$ cat config.mk
export PLATFORM = sky130hd
export DESIGN_NAME = grostl_mix_bytes_iter
export DESIGN_NICKNAME = d
export VERILOG_FILES = /design/src/rtl/grostl_mix_bytes_iter.sv
export SDC_FILE = /design/constraint.sdc
export NUM_CORES = 2
export LEC_CHECK = 0
export CAP_MARGIN = 20
export CELL_PAD_IN_SITES_DETAIL_PLACEMENT = 0
export CELL_PAD_IN_SITES_GLOBAL_PLACEMENT = 1
export CORE_AREA = 2 2 399 401
export CTS_CLUSTER_DIAMETER = 150
export CTS_CLUSTER_SIZE = 30
export DETAILED_ROUTE_END_ITERATION = 10
export DIE_AREA = 0 0 401 403
export HOLD_SLACK_MARGIN = 0.1
export PLACE_DENSITY_LB_ADDON = 0.2
export SLEW_MARGIN = 10
export SYNTH_ARGS = -nofsm -noshare
export SYNTH_HDL_FRONTEND = slang
export SYNTH_SLANG_ARGS = --single-unit
$ cat constraint.sdc
create_clock -name clk -period 5.65 [get_ports clk]
set_clock_uncertainty 0.05 [all_clocks]
set_input_delay 0.8475 -clock clk [delete_from_list [all_inputs] [get_ports clk]]
set_output_delay 0.8475 -clock clk [all_outputs]
set_load 0.02 [all_outputs]
$ cat src/rtl/grostl_mix_bytes_iter.sv
`default_nettype none
// ============================================================================
// Module   : grostl_mix_bytes_iter
// Brief    : Iterative Grostl MixBytes engine. Accepts a full state, mixes
//            one 8-byte column per clock through a single column mixer,
//            writes each column back in place, then hands the state on.
// Revision : 1.0 - initial release
// ============================================================================
module grostl_mix_bytes_iter #(
  parameter int NCOLS = 8  // 8 (Grostl-256) or 16 (Grostl-512) only
) (
  input  logic                         clk,
  input  logic                         rst_n,
  input  logic                         in_valid,
  output logic                         in_ready,
  input  logic [0:NCOLS-1][0:7][7:0]   in_state,
  output logic                         out_valid,
  input  logic                         out_ready,
  output logic [0:NCOLS-1][0:7][7:0]   out_state,
  output logic                         busy
);

  localparam int c_col_w = $clog2(NCOLS);
  localparam logic [c_col_w-1:0] c_last_col = c_col_w'(NCOLS - 1);

  // Circulant base row; row i of the MixBytes matrix is this row rotated
  // right by i positions.
  localparam logic [0:7][7:0] c_base_row =
    {8'h02, 8'h02, 8'h03, 8'h04, 8'h05, 8'h03, 8'h05, 8'h07};

  typedef enum logic [1:0] {
    S_IDLE = 2'd0,
    S_RUN  = 2'd1,
    S_DONE = 2'd2
  } state_t;

  state_t                        r_state;
  logic [0:NCOLS-1][0:7][7:0]    r_buf;
  logic [c_col_w-1:0]            r_col;

  logic [0:7][7:0]               w_col_in;
  logic [0:7][7:0]               w_col_mixed;

  // Multiply by x in GF(2^8) modulo x^8+x^4+x^3+x+1.
  function automatic logic [7:0] xtime(input logic [7:0] a);
    return {a[6:0], 1'b0} ^ (a[7] ? 8'h1b : 8'h00);
  endfunction

  // Multiply by one of the small matrix coefficients (2,3,4,5,7); at most
  // two xtime levels deep so the column mixer stays shallow.
  function automatic logic [7:0] mul_coef(input logic [7:0] a, input logic [7:0] k);
    logic [7:0] a2;
    logic [7:0] a4;
    logic [7:0] r;
    a2 = xtime(a);
    a4 = xtime(a2);
    case (k)
      8'h02:   r = a2;
      8'h03:   r = a2 ^ a;
      8'h04:   r = a4;
      8'h05:   r = a4 ^ a;
      8'h07:   r = a4 ^ a2 ^ a;
      default: r = a;
    endcase
    return r;
  endfunction

  // out[i] = XOR_j base[(j-i) mod 8] * in[j]
  function automatic logic [0:7][7:0] mix_col(input logic [0:7][7:0] c);
    logic [0:7][7:0] r;
    logic [2:0]      k;
    r = '0;
    for (int i = 0; i < 8; i++) begin
      for (int j = 0; j < 8; j++) begin
        k = 3'(j - i);
        r[i] = r[i] ^ mul_coef(c[j], c_base_row[k]);
      end
    end
    return r;
  endfunction

  assign w_col_in    = r_buf[r_col];
  assign w_col_mixed = mix_col(w_col_in);

  // Sequencer: load in IDLE, mix one column per clock in RUN, hold in DONE.
  always_ff @(posedge clk or negedge rst_n) begin
    if (!rst_n) begin
      r_state <= S_IDLE;
      r_buf   <= '0;
      r_col   <= '0;
    end else begin
      case (r_state)
        S_IDLE: begin
          if (in_valid) begin
            r_buf   <= in_state;
            r_col   <= '0;
            r_state <= S_RUN;
          end
        end
        S_RUN: begin
          r_buf[r_col] <= w_col_mixed;
          // Wraps to 0 naturally on the last column; only reused after a reload.
          r_col        <= r_col + 1'b1;
          if (r_col == c_last_col) begin
            r_state <= S_DONE;
          end
        end
        S_DONE: begin
          // No bypass: a new state can only be taken after returning to IDLE.
          if (out_ready) begin
            r_state <= S_IDLE;
          end
        end
        default: begin
          r_state <= S_IDLE;
        end
      endcase
    end
  end

  assign in_ready  = (r_state == S_IDLE);
  assign out_valid = (r_state == S_DONE);
  assign busy      = (r_state == S_RUN) || (r_state == S_DONE);
  assign out_state = r_buf;

endmodule
`default_nettype wire
==> impl_results.md <==
* Transition time at the pin with the least slew margin at around 1.3 ns
* Postcts setup bufs at 0
* CTS clock-pin slew for the worst setup and hold paths at 0.13 ns
* Initial antenna violation count at 47
* Port buffer count at around 1,000
* Setup Crit Path Kind: reg -> reg
* Unique cell type count in the Yosys netlist at 73
* Core region area at 157,000 sq um
* CTS sink cnt at 517
* Die Outline Area at around 160,000 sq um
* Synthesized cell area at 33,800 sq um
* Number of vias per cell at about 5.6
* Number of enable-type register cells in the synthesized netlist at 0
* Detailed-placement wirelength estimate at about 180,000 um
* Cells along the critical path: and2_1, a221oi_1, o221ai_2, xor2_1, xnor3_1, xnor2_1, xnor2_2, o22ai_1, a21oi_1
* Share of async-settable or async-resettable flops after synthesis at 1.00
* Synthesized Nets at 3,841
* Endpoints failing setup at 0
* Startpoint type of the worst setup path: flip-flop
* Part of the cycle the worst path needs at 0.926
* Endpoint type of the worst setup path: flip-flop
* DR vias at 35,200
* Highest clock rate at around 0.19 GHz
* Clock insertion delay at the later pin of the skew report at a little under 0.7 ns
* Total number of H-tree levels at 1
* Maximum number of pins on one net before global-route repair at 170
* Most common cell after layout, fill and taps aside: clkdlybuf4s50_1
* Number of buffers inserted for hold repair after clock tree synthesis at 0
* Share of layout cells above drive strength 1 at 0.105
* Avg Cell Area, Syn at approximately 10 sq um
* Max Slew Vio Count at 0
* Final RePlAce weighted congestion at slightly above 0.9
* Library cell used as clock root buffer: clkbuf_16
* Multiplexer share of the synthesized area at 0.0759
* Synthesized-area fraction occupied by and/or/nand/nor cells at 0.0248
* Arrival time worst endpoint at ~5.8 ns
* Post-cts resize count at 0
* Routed len/inst at between 30 and 40 um
* Number of standard-cell rows in the floorplan at approximately 150
* Vertical die dimension at between 400 and 500 um
* Fin. Hold Viols at 0
* Worst relative slew slack at 0.142
* Max stage delay cell, worst path: and2_1
* Reported max-cap violation count at 0
* Total clock buffers created by CTS at 24
* Remaining global-route overflow at 0
* Yosys warning total at 0
* Length of the first detailed-routing pass in iterations at 5
* Synth Area in Adders at 0.00185
* Worst hold-check path type: in -> async
* Most used flip-flop cell after synthesis: dfrtp_1
* Final min period at approximately 5.2 ns
* Crit-path max FO at 28
* Layout net count at 4,744
* Horiz. Die Dim at between 400 and 500 um
* Antenna viol nets, final at 0
* Dominant combinational cell family by area after synthesis: compound AO/OA/AOI/OAI gates
* Layout area overhead at 42.0%
* DRT iter0 DRCs at about 3,200
* Required time of the worst setup path at between 6 and 7 ns
* Vias in the first global route at 35,500
* Overall routed net length at approximately 250,000 um
* TritonCTS clock tree: built
* First-pass GRT wire length at about 330,000 um
* Xor/xnor cell area share of the yosys netlist at 0.164
* Sequential area share after synthesis at 0.383
* Flop and latch count out of synthesis at 517
* Starting utilization of the core area at 0.215
* Compound-Gate Fraction of Synth Area at 0.307
* RSZ-0062 raised after global routing: no
* Total routing resource utilization after global routing at 0.293
* Run status: complete, no violations
* Accumulated negative setup slack at 0 ns
* Most used cells in the layout excluding fill and tap cells: clkdlybuf4s50_1, o22ai_1, dfrtp_1
* Synthesized instance count at 3,320
* Peak per-stage delay on the critical path at approximately 0.89 ns
* DRC at 0
* CTS Buffer Depth at 3
* Io pins at about 1,000
cell usage after synthesis, drive strengths merged (4+ instances only):
library cell | number | area share
nand2 | 30 | 0.0033
o22a | 4 | 0.0010
nand3 | 19 | 0.0028
or3b | 9 | 0.0023
a21oi | 326 | 0.048
o2bb2ai | 12 | 0.0035
nand3b | 16 | 0.0036
inv | 8 | 0.00089
o21ai | 236 | 0.036
nor2b | 14 | 0.0026
or4 | 5 | 0.0012
a221oi | 33 | 0.0091
xor2 | 142 | 0.038
xor3 | 9 | 0.0063
mux4 | 60 | 0.040
a22o | 223 | 0.058
o22ai | 523 | 0.097
buf | 71 | 0.015
o221ai | 6 | 0.0028
and3b | 4 | 0.0010
xnor2 | 350 | 0.097
xnor3 | 34 | 0.023
a211oi | 5 | 0.0013
nand2b | 5 | 0.00093
a31oi | 219 | 0.041
mux2 | 29 | 0.0097
a22oi | 15 | 0.0035
a221o | 8 | 0.0024
mux2i | 76 | 0.026
clkbuf | 250 | 0.028
dfrtp | 517 | 0.38
nor3 | 4 | 0.00059
and2 | 5 | 0.00093
ha | 5 | 0.0019
nor2 | 33 | 0.0037
worst max-delay path: cells and delay by family (launching register included):
| kind | cells | cell delay (ns) |
|---|---|---|
| AOI/OAI and AO/OA | 4 | 1.35 |
| and+or+nand+nor | 1 | 0.89 |
| xor gates and xnor gates | 4 | 1.98 |
| DFF | 1 | 0.80 |
state kept, by name, indices dropped and copies added, names as in the netlist:
name       cells
r_col          3
out_state    512
r_state        2
cell families (layout without fill, tap and decap cells):
| kind of cell | count (synthesis) | after routing |
|---|---|---|
| AOI/OAI and AO/OA | 1619 | 1619 |
| xor gates and xnor gates | 535 | 535 |
| DFF | 517 | 517 |
| buffers and inverters | 330 | 1246 |
| muxes | 165 | 165 |
| and+or+nand+nor | 149 | 149 |
| adders and majority gates | 5 | 5 |
| other | 0 | 27 |
area by class of cell:
| cell class | instances | area (sq um) |
|---|---|---|
| antenna | 27 | 67.6 |
| clock inverter | 10 | 155 |
| clock buffer | 29 | 671 |
| inverter | 9 | 36.3 |
| fill | 16700 | 110000 |
| tap | 2072 | 2590 |
| multi-input combinational | 2473 | 19700 |
| sequential | 517 | 12900 |
| timing repair buffer | 1198 | 11800 |
final timing paths:
kind                                 start  slack, ns             end  depth (start not counted)
min in group clk                r_state[1]       0.50      r_state[1]                          1
max in group asynchronous            rst_n       4.00  out_state[370]                          2
worst min-delay path                 rst_n       0.11      r_state[0]                          1
worst max register to register    r_col[1]       0.42  out_state[293]                          9
worst min register to register  r_state[1]       0.50      r_state[1]                          1
worst max-delay path              r_col[1]       0.42  out_state[293]                          9
layer usage:
layer / part of all wire / vias up / track usage / wire length [um]
met5: 0.00097 / - / 0 / 240
met4: 0.029 / 34 / 0.0853 / 7200
met3: 0.060 / 254 / 0.0531 / 14900
met2: 0.50 / 1555 / 0.516 / 124000
met1: 0.41 / 18600 / 0.364 / 101000
li1: - / 14800 / - / -
metrics by stage:
stage / worst slack [ns] / cells / instance area, sq um / hold slack (ns) / utilization
global placement: 0.311 / 6261 / 46900 / 0.474 / 0.298
detailed placement: 0.337 / 6269 / 47100 / 0.478 / 0.299
floorplan: 2.11 / 3320 / 33800 / 0.456 / -
global route: 0.210 / 6325 / 47900 / 0.155 / 0.304
CTS: 0.276 / 6308 / 47900 / 0.115 / 0.304
finish: 0.420 / 6335 / 48000 / 0.112 / 0.305
Power is not shown: default switching activity piles up to over one toggle a cycle in this logic, so the estimate is an artifact.
